$ cat src/rtl/lif_neuron_multi_if.sv
// Bus bundle for the multi-synapse LIF neuron: step enable, synapse inputs,
// per-step configuration and the registered neuron outputs.
interface lif_neuron_multi_if #(
  parameter int W     = 8,
  parameter int N_SYN = 4,
  parameter int REF_W = 4,
  parameter int CNT_W = 16
) ();
  logic                   en;
  logic [N_SYN-1:0]       syn;
  logic [N_SYN*W-1:0]     weight;
  logic [$clog2(W)-1:0]   leak_shift;
  logic [W-1:0]           threshold;
  logic [W-1:0]           v_reset;
  logic [REF_W-1:0]       refractory;
  logic                   axon;
  logic [W-1:0]           v_mem;
  logic                   in_refractory;
  logic [CNT_W-1:0]       spike_cnt;

  modport master (
    output en, syn, weight, leak_shift, threshold, v_reset, refractory,
    input  axon, v_mem, in_refractory, spike_cnt
  );

  modport slave (
    input  en, syn, weight, leak_shift, threshold, v_reset, refractory,
    output axon, v_mem, in_refractory, spike_cnt
  );
endinterface

$ cat src/rtl/lif_neuron_multi.sv
// Leaky integrate-and-fire neuron with N_SYN signed synapses, shift leak,
// clamped membrane, refractory period and a saturating spike counter.
module lif_neuron_multi #(
  parameter int W     = 8,
  parameter int N_SYN = 4,
  parameter int REF_W = 4,
  parameter int CNT_W = 16
) (
  input  logic              clk,
  input  logic              rst,
  lif_neuron_multi_if.slave bus
);
  // Wide enough that summing all weights plus the membrane never wraps.
  localparam int SUM_W = W + $clog2(N_SYN) + 2;
  localparam logic signed [SUM_W-1:0] V_MAX = {{(SUM_W-W){1'b0}}, {W{1'b1}}};

  typedef enum logic {INTEGRATE, REFRACT} state_t;

  state_t                  state, state_next;
  logic [W-1:0]            v_mem_q, v_mem_d, leak, v_next;
  logic [CNT_W-1:0]        cnt_q, cnt_d;
  logic [REF_W-1:0]        ref_q, ref_d;
  logic                    axon_q, axon_d, fire;
  logic signed [SUM_W-1:0] syn_sum, v_calc;

  always_comb begin
    syn_sum = '0;
    for (int i = 0; i < N_SYN; i++) begin
      if (bus.syn[i]) begin
        syn_sum = syn_sum + {{(SUM_W-W){bus.weight[i*W+W-1]}}, bus.weight[i*W +: W]};
      end
    end
    leak   = (bus.leak_shift == '0) ? '0 : (v_mem_q >> bus.leak_shift);
    v_calc = $signed({{(SUM_W-W){1'b0}}, v_mem_q}) - $signed({{(SUM_W-W){1'b0}}, leak}) + syn_sum;
    if (v_calc[SUM_W-1]) begin
      v_next = '0;
    end else if (v_calc > V_MAX) begin
      v_next = '1;
    end else begin
      v_next = v_calc[W-1:0];
    end
    fire = (state == INTEGRATE) && (v_next >= bus.threshold);
  end

  always_ff @(posedge clk) begin
    if (rst) begin
      state   <= INTEGRATE;
      v_mem_q <= '0;
      axon_q  <= 1'b0;
      cnt_q   <= '0;
      ref_q   <= '0;
    end else if (bus.en) begin
      state   <= state_next;
      v_mem_q <= v_mem_d;
      axon_q  <= axon_d;
      cnt_q   <= cnt_d;
      ref_q   <= ref_d;
    end else begin
      axon_q  <= 1'b0;
    end
  end

  always_comb begin
    state_next = state;
    case (state)
      INTEGRATE: if (fire && (bus.refractory != '0)) state_next = REFRACT;
      REFRACT:   if (ref_q <= REF_W'(1)) state_next = INTEGRATE;
      default:   state_next = INTEGRATE;
    endcase
  end

  // Refractory steps hold the membrane at its post-spike value and ignore synapses.
  always_comb begin
    v_mem_d = v_mem_q;
    axon_d  = 1'b0;
    cnt_d   = cnt_q;
    ref_d   = ref_q;
    if (state == INTEGRATE) begin
      if (fire) begin
        axon_d  = 1'b1;
        v_mem_d = bus.v_reset;
        cnt_d   = (&cnt_q) ? cnt_q : cnt_q + 1'b1;
        if (bus.refractory != '0) ref_d = bus.refractory;
      end else begin
        v_mem_d = v_next;
      end
    end else begin
      ref_d = ref_q - 1'b1;
    end
  end

  assign bus.axon          = axon_q;
  assign bus.v_mem         = v_mem_q;
  assign bus.in_refractory = (state == REFRACT);
  assign bus.spike_cnt     = cnt_q;
endmodule

$ cat src/flat_wrapper.sv
// flat-port wrapper written by rule: the top's interface ports become plain ports
module lif_neuron_multi_flat 
#(
  parameter int W     = 8,
  parameter int N_SYN = 4,
  parameter int REF_W = 4,
  parameter int CNT_W = 16
)
  (clk, rst, bus_en, bus_syn, bus_weight, bus_leak_shift, bus_threshold, bus_v_reset, bus_refractory, bus_axon, bus_v_mem, bus_in_refractory, bus_spike_cnt);
  lif_neuron_multi_if #(.W(W), .N_SYN(N_SYN), .REF_W(REF_W), .CNT_W(CNT_W)) bus_i ();
  input  logic clk;
  input  logic rst;
  input wire logic [$bits(bus_i.en)-1:0] bus_en;
  input wire logic [$bits(bus_i.syn)-1:0] bus_syn;
  input wire logic [$bits(bus_i.weight)-1:0] bus_weight;
  input wire logic [$bits(bus_i.leak_shift)-1:0] bus_leak_shift;
  input wire logic [$bits(bus_i.threshold)-1:0] bus_threshold;
  input wire logic [$bits(bus_i.v_reset)-1:0] bus_v_reset;
  input wire logic [$bits(bus_i.refractory)-1:0] bus_refractory;
  output wire logic [$bits(bus_i.axon)-1:0] bus_axon;
  output wire logic [$bits(bus_i.v_mem)-1:0] bus_v_mem;
  output wire logic [$bits(bus_i.in_refractory)-1:0] bus_in_refractory;
  output wire logic [$bits(bus_i.spike_cnt)-1:0] bus_spike_cnt;
  assign bus_i.en = bus_en;
  assign bus_i.syn = bus_syn;
  assign bus_i.weight = bus_weight;
  assign bus_i.leak_shift = bus_leak_shift;
  assign bus_i.threshold = bus_threshold;
  assign bus_i.v_reset = bus_v_reset;
  assign bus_i.refractory = bus_refractory;
  assign bus_axon = bus_i.axon;
  assign bus_v_mem = bus_i.v_mem;
  assign bus_in_refractory = bus_i.in_refractory;
  assign bus_spike_cnt = bus_i.spike_cnt;
  lif_neuron_multi #(.W(W), .N_SYN(N_SYN), .REF_W(REF_W), .CNT_W(CNT_W)) u_core (.clk(clk), .rst(rst), .bus(bus_i));
endmodule
$ cat config.mk
export PLATFORM = sky130hd
export DESIGN_NAME = lif_neuron_multi_flat
export DESIGN_NICKNAME = d
export VERILOG_FILES = /design/src/rtl/lif_neuron_multi_if.sv /design/src/rtl/lif_neuron_multi.sv /design/src/flat_wrapper.sv
export SDC_FILE = /design/constraint.sdc
export NUM_CORES = 1
export LEC_CHECK = 0
export ABC_AREA = 1
export CAP_MARGIN = 20
export CORE_MARGIN = 4
export CORE_UTILIZATION = 55
export CTS_BUF_LIST = sky130_fd_sc_hd__clkbuf_4
export DETAILED_ROUTE_END_ITERATION = 16
export PLACE_DENSITY_LB_ADDON = 0.12
export SKIP_LAST_GASP = 1
export SLEW_MARGIN = 20
export SYNTH_ARGS = -nofsm -noshare
export SYNTH_HDL_FRONTEND = slang
export SYNTH_SLANG_ARGS = --single-unit
$ cat constraint.sdc
create_clock -name clk -period 10.55 [get_ports clk]
set_input_delay 2.11 -clock clk [delete_from_list [all_inputs] [get_ports clk]]
set_output_delay 2.11 -clock clk [all_outputs]
set_load 0.005 [all_outputs]
* After elaboration in Yosys (flattened, before gate mapping)
Cells that the tools add are included.
** Word-level totals
- Register bits after elaboration :: 30
- Bits of input ports :: 62
- Output and inout port bits :: 26
- Word-level logic and storage cells :: 45
** Operators by class
- Add/sub/neg operators :: 7
- $lt $le $gt $ge :: 3
- Shifts and indexed selects :: 1
- Multiplexer cells :: 15
- Bitwise logic cells :: 3
- Reduce and logical (&&, ||, !) cells :: 11
** Operator list (number)
- $add 12x12->12 :: 4
- $mux 12 :: 4
- $mux 8 :: 4
- $add 16x1->16 const B :: 1
- $reduce_and 16->1 :: 1
- $gt 12x9->1 const B :: 1
- $mux 4 :: 3
- $sub 8x8->9 :: 1
- $ge 8x8->1 :: 1
- $shr 8x3->8 :: 1
- $le 4x1->1 const B :: 1
- $reduce_and 4->1 :: 1
- $reduce_bool 2->1 :: 2
- $reduce_bool 4->1 :: 1
- $sub 4x1->4 const B :: 1
- $logic_not 3->1 :: 1
- $mux 1 :: 3
- $not 1->1 :: 3
- $reduce_and 3->1 :: 1
- $reduce_or 3->1 :: 1
- $logic_and 1x1->1 :: 2
- $pmux 1 s2 :: 1
- $reduce_and 2->1 :: 1

* Longest topological paths before layout
- Depth in word-level cells :: 16
- Gate-level depth with buffers :: 50
- Depth with buffers taken out :: 49

* Least setup slack after synthesis
No wires, ideal clock.
- Path kind :: input to register
- Start :: in bus_syn[0]
- End :: reg u_core.cnt_q[15] (netlist: u_core.bus.spike_cnt[15])
- Library setup time :: 0.117 ns
- Data arrival time :: 8.484 ns
- Data required time :: 10.433 ns
- Setup slack :: 1.949 ns
- Stages on the path :: 48
- Path buffers :: 1
- Cell sequence :: buf_6 > nand2_1 > inv_1 > ha_1 > fa_1 > nand2_1 > o21ai_1 > nand3_1 > nand2_1 > a21oi_1 > xor2_1 > o21ai_1 > ha_1 > nand2_2 > inv_2 > nand2_1 > nand2_1 > a21oi_1 > [... 12 more ...] > nor3_1 > nand3_1 > o2111ai_2 > xnor2_4 > nand3_4 > and3_2 > ha_1 > nand2_1 > nor2_1 > nand4_1 > nand3_2 > nand3_2 > inv_2 > nand3_1 > nor3_1 > nand2_1 > o21ai_1 > a21oi_1
** Between the ends
- Longest elaborated chain between the ends :: 14
** RTL lines
- from (decl) :: RTL line flat_wrapper.sv:14 : input wire logic [$bits(bus_i.syn)-1:0] bus_syn;
- $mux 12 * :: RTL line lif_neuron_multi.sv:29 : if (bus.syn[i]) begin
- $add 12x12->12 :: RTL line lif_neuron_multi.sv:30 : syn_sum = syn_sum + {{(SUM_W-W){bus.weight[i*W+W-1]}}, bus.weight[i*W +: W]};
- $mux 12 * :: RTL line lif_neuron_multi.sv:29
- $add 12x12->12 :: RTL line lif_neuron_multi.sv:30
- $mux 12 * :: RTL line lif_neuron_multi.sv:29
- $add 12x12->12 :: RTL line lif_neuron_multi.sv:30
- $mux 12 * :: RTL line lif_neuron_multi.sv:29
- $add 12x12->12 * :: RTL line lif_neuron_multi.sv:34 : v_calc = $signed({{(SUM_W-W){1'b0}}, v_mem_q}) - $signed({{(SUM_W-W){1'b0}}, leak}) + syn_sum;
- $gt 12x9->1 :: RTL line lif_neuron_multi.sv:37 : end else if (v_calc > V_MAX) begin
- $mux 8 :: RTL line lif_neuron_multi.sv:37
- $mux 8 * :: RTL line lif_neuron_multi.sv:35 : if (v_calc[SUM_W-1]) begin
- $ge 8x8->1 * :: RTL line lif_neuron_multi.sv:42 : fire = (state == INTEGRATE) && (v_next >= bus.threshold);
- $logic_and 1x1->1 * :: RTL line lif_neuron_multi.sv:42
- $reduce_and 4->1 (no source line) *
- to (signal assigned) :: RTL line lif_neuron_multi.sv:56 : cnt_q <= cnt_d;
- to (decl) :: RTL line lif_neuron_multi.sv:21 : logic [CNT_W-1:0] cnt_q, cnt_d;
Every way passes the cells marked *; elsewhere a longest branch is shown, timed or not.
A chain may end at the register's enable or synchronous reset.

* Final worst setup path
- Start :: in bus_weight[0]
- End :: reg u_core.cnt_q[15] (netlist: u_core.bus.spike_cnt[15])
** Between the ends
- Longest elaborated chain between the ends :: 14
** RTL lines
- from (decl) :: RTL line flat_wrapper.sv:15 : input wire logic [$bits(bus_i.weight)-1:0] bus_weight;
- $mux 12 * :: RTL line lif_neuron_multi.sv:29
- $add 12x12->12 :: RTL line lif_neuron_multi.sv:30
- $mux 12 * :: RTL line lif_neuron_multi.sv:29
- $add 12x12->12 :: RTL line lif_neuron_multi.sv:30
- $mux 12 * :: RTL line lif_neuron_multi.sv:29
- $add 12x12->12 :: RTL line lif_neuron_multi.sv:30
- $mux 12 * :: RTL line lif_neuron_multi.sv:29
- $add 12x12->12 * :: RTL line lif_neuron_multi.sv:34
- $gt 12x9->1 :: RTL line lif_neuron_multi.sv:37
- $mux 8 :: RTL line lif_neuron_multi.sv:37
- $mux 8 * :: RTL line lif_neuron_multi.sv:35
- $ge 8x8->1 * :: RTL line lif_neuron_multi.sv:42
- $logic_and 1x1->1 * :: RTL line lif_neuron_multi.sv:42
- $reduce_and 4->1 (no source line) *
Marks and branches as above.

==> flow_summary.toml <==
[yosys]
synth_fa_ha_area_share_pct = 17.7
synth_top_family_by_area = "simple AND/OR/NAND/NOR gates"
synth-simple-area-share_pct = 32.4
yosysTopAreaCell = "ha_1"
synth_compound_area_share_pct = 19.8
yosysUniqueCellTypes = 48
synth_cells = 731
synth_top_area_share_pct = 15.6
yosys-top-cells-area = "ha_1, nand2_1, dfxtp_1"
synth_edf_count = 0
muxShareOfSynthArea_pct = 0.211
synth_ff_type = "dfxtp_1"
yosysSeqAreaShare_pct = 12.7
synth-xor-area-share_pct = 6.87
synth_seq_cells = 30
postSynthAreaPerCell_um2 = 6.48
synth_area_mm2 = 0.00474
async_reset_ff_share_pct = 0
synth_nets = 857
yosys_warnings = 0

[clock_network]
cts_buffer_depth = 2
clkSinkCount = 30
h-tree-depth = 2
clkTransAtPathRegs_ps = 90
post_cts_buffers = 0
cts_tree = "done"
clock-root-buffer = "clkbuf_4"
clk_latency_ps = 330
numCtsBuffers = 5

[final_layout]
num-fill-cells = 717
stdcell_count = 920
final_net_count = 940
finish.utilization_pct = 69.1
syn_to_final_growth_pct = 21.0
antenna_cells = 0
multi_input_area_mm2 = 0.00365
seqCellArea_um2 = 601
drive_gt1_share_pct = 7.73

[detailed_routing]
wl_per_cell_um = 13.5
dr.pass1.iters = 5
num_vias = 4992
first_iter_violations = 322
antenna_left = 0
drt-vias-per-instance = 5.43
totalWireLength_mm = 12.4
post-route-drc-count = 0

[critical_path]
cp_top_family = "simple AND/OR/NAND/NOR gates"
critPathArrivalTime_ps = 9650
critPathMaxStageDelay_ps = 400
path_buf_inv = 4
crit_fanout = 9
worstSetupEndpointType = "register"
critPathRequiredTime_ps = 10770
reg2reg_slack_ps = 4590
critPathMostFrequentCell = "nand2_1"
start_kind = "input pin"
critPathSlowestCell = "clkdlybuf4s50_1"
path_class = "in -> reg"

[timing]
fin_crit_ps = 9430
hold_violations = 0
setup_slack_ps = 1120
fin_crit_sh_pct = 89.3
setup_viol = 0
timing.setup.tns_ps = 0
max-slew-margin-rel_pct = 47.9
slew_violations = 0
rsz0062_at_grt = "no"
final.setup_skew_ps = 13.0
max_freq_mhz = 106
worst_slew_pin_slew_ps = 778

[floorplan]
design.core.area_mm2 = 0.00830
die_area_mm2 = 0.0102
pin_count = 88
initial_core_util_pct = 57.1
rows = 33
die-width_um = 101
die_h_um = 101

[global_route]
grt_pass1_wl_mm = 20.6
grt_use_met1_pct = 33.4
grt_max_degree = 22
met3_usage_pct = 3.53
top_usage_layer = "met2"
grt-ovfl-total = 0
antenna_found_initial = 0
met2_usage_pct = 40.7
grt_pass1_vias = 4632
grt_use_total_pct = 24.2

[pwr]
peakVddDrop_uv = 182
power_density_mw_per_mm2 = 287
p_total_mw = 1.64
p_leak_nw = 2.72

[placement]
dp.cells = 912
gp_congestion = 0.949
portBuffers = 87
dp_slack_ps = 411
dpl.hpwl_mm = 10.4

[run_status]
outcome = "finished, final reports clean"

[job]
drv_cap = 0

[hold_path]
min_path_type = "reg -> reg"
metal layers:
layer  wire, um  up-vias
met5          0        -
met4        137        0
met3        562       17
met2       5870      135
met1       5810     2233
li1           -     2607
Yosys cell counts (all sizes together), types with 5 or more instances:
cell and count:
dfxtp 30, nand2 176, nand3 62, fa 5
a21oi 75, o21ai 59, a31oi 6, ha 59
xor2 26, nand4 8, clkbuf 6, xnor2 9
buf 5, inv 115, nor2 47, nor3 14
metrics by stage:
| step | hold slack (ps) | instance area [um^2] |
|---|---|---|
| final | 515 | 5730 |
| after global routing | 556 | 5730 |
| after CTS | 514 | 5730 |
| after detailed placement | 499 | 5680 |
| after global placement | 494 | 5680 |
| after floorplan | 481 | 4740 |
cells by family (layout without fill, tap and decap cells):
kind of cell / Yosys count / count (layout)
simple gates: 315 / 315
mux: 1 / 1
buf+inv: 126 / 210
xor+xnor: 35 / 35
flops: 30 / 30
compound gates: 160 / 160
fa+ha+maj: 64 / 64
final timing paths:
path	startpoint	end	depth (start not counted)
hold / removal	u_core.bus.spike_cnt[15]	u_core.bus.spike_cnt[15]	2
setup reg to reg	u_core.bus.v_mem[6]	u_core.bus.spike_cnt[15]	38
hold reg to reg	u_core.bus.spike_cnt[15]	u_core.bus.spike_cnt[15]	2
setup / recovery	bus_weight[0]	u_core.bus.spike_cnt[15]	48
power breakdown:
group          total, mW  switching [mW]  internal, mW  leakage [nW]
Clock             0.0643          0.0406        0.0237        0.0277
Sequential         0.158          0.0238         0.134         0.245
Combinational       1.42           0.879         0.544          2.44
worst min-delay path: cells and delay by family, from the launching register on:
kind	cells	cell delay [ps]
compound gates	1	60
flops	1	320
buf+inv	1	90
final cells by class:
class                           instances  area share (%)
Clock inverter                          3           0.196
Sequential cell                        30            10.5
Tap cell                              105            2.29
Multi-Input combinational cell        575            63.6
Timing Repair Buffer                   87            15.2
Clock buffer                            5           0.655
Inverter                              115            7.53
sequential cells by signal (all words and copies together), names as in the netlist:
register and count:
u_core.bus.spike_cnt 16, u_core.bus.v_mem 8, u_core.ref_q 4, u_core.bus.axon 1, u_core.bus.in_refractory 1
repair_timing:
item	CTS	global route
setup endpoints to repair	0	4
hold buffers	0	0
gates resized for setup	0	4
cells in the final DEF (no fill, tap or decap), types with 10 or more instances in the layout:
master           count
ha_1                59
nand3_1             43
nor2_1              44
o21ai_0             49
clkdlybuf4s50_1     86
xor2_1              26
o21ai_1             10
nor3_1              13
nand3_2             15
a21oi_1             64
inv_1              111
nand2_1            162
dfxtp_1             30
No activity file was read; power rests on OpenSTA's default activity.
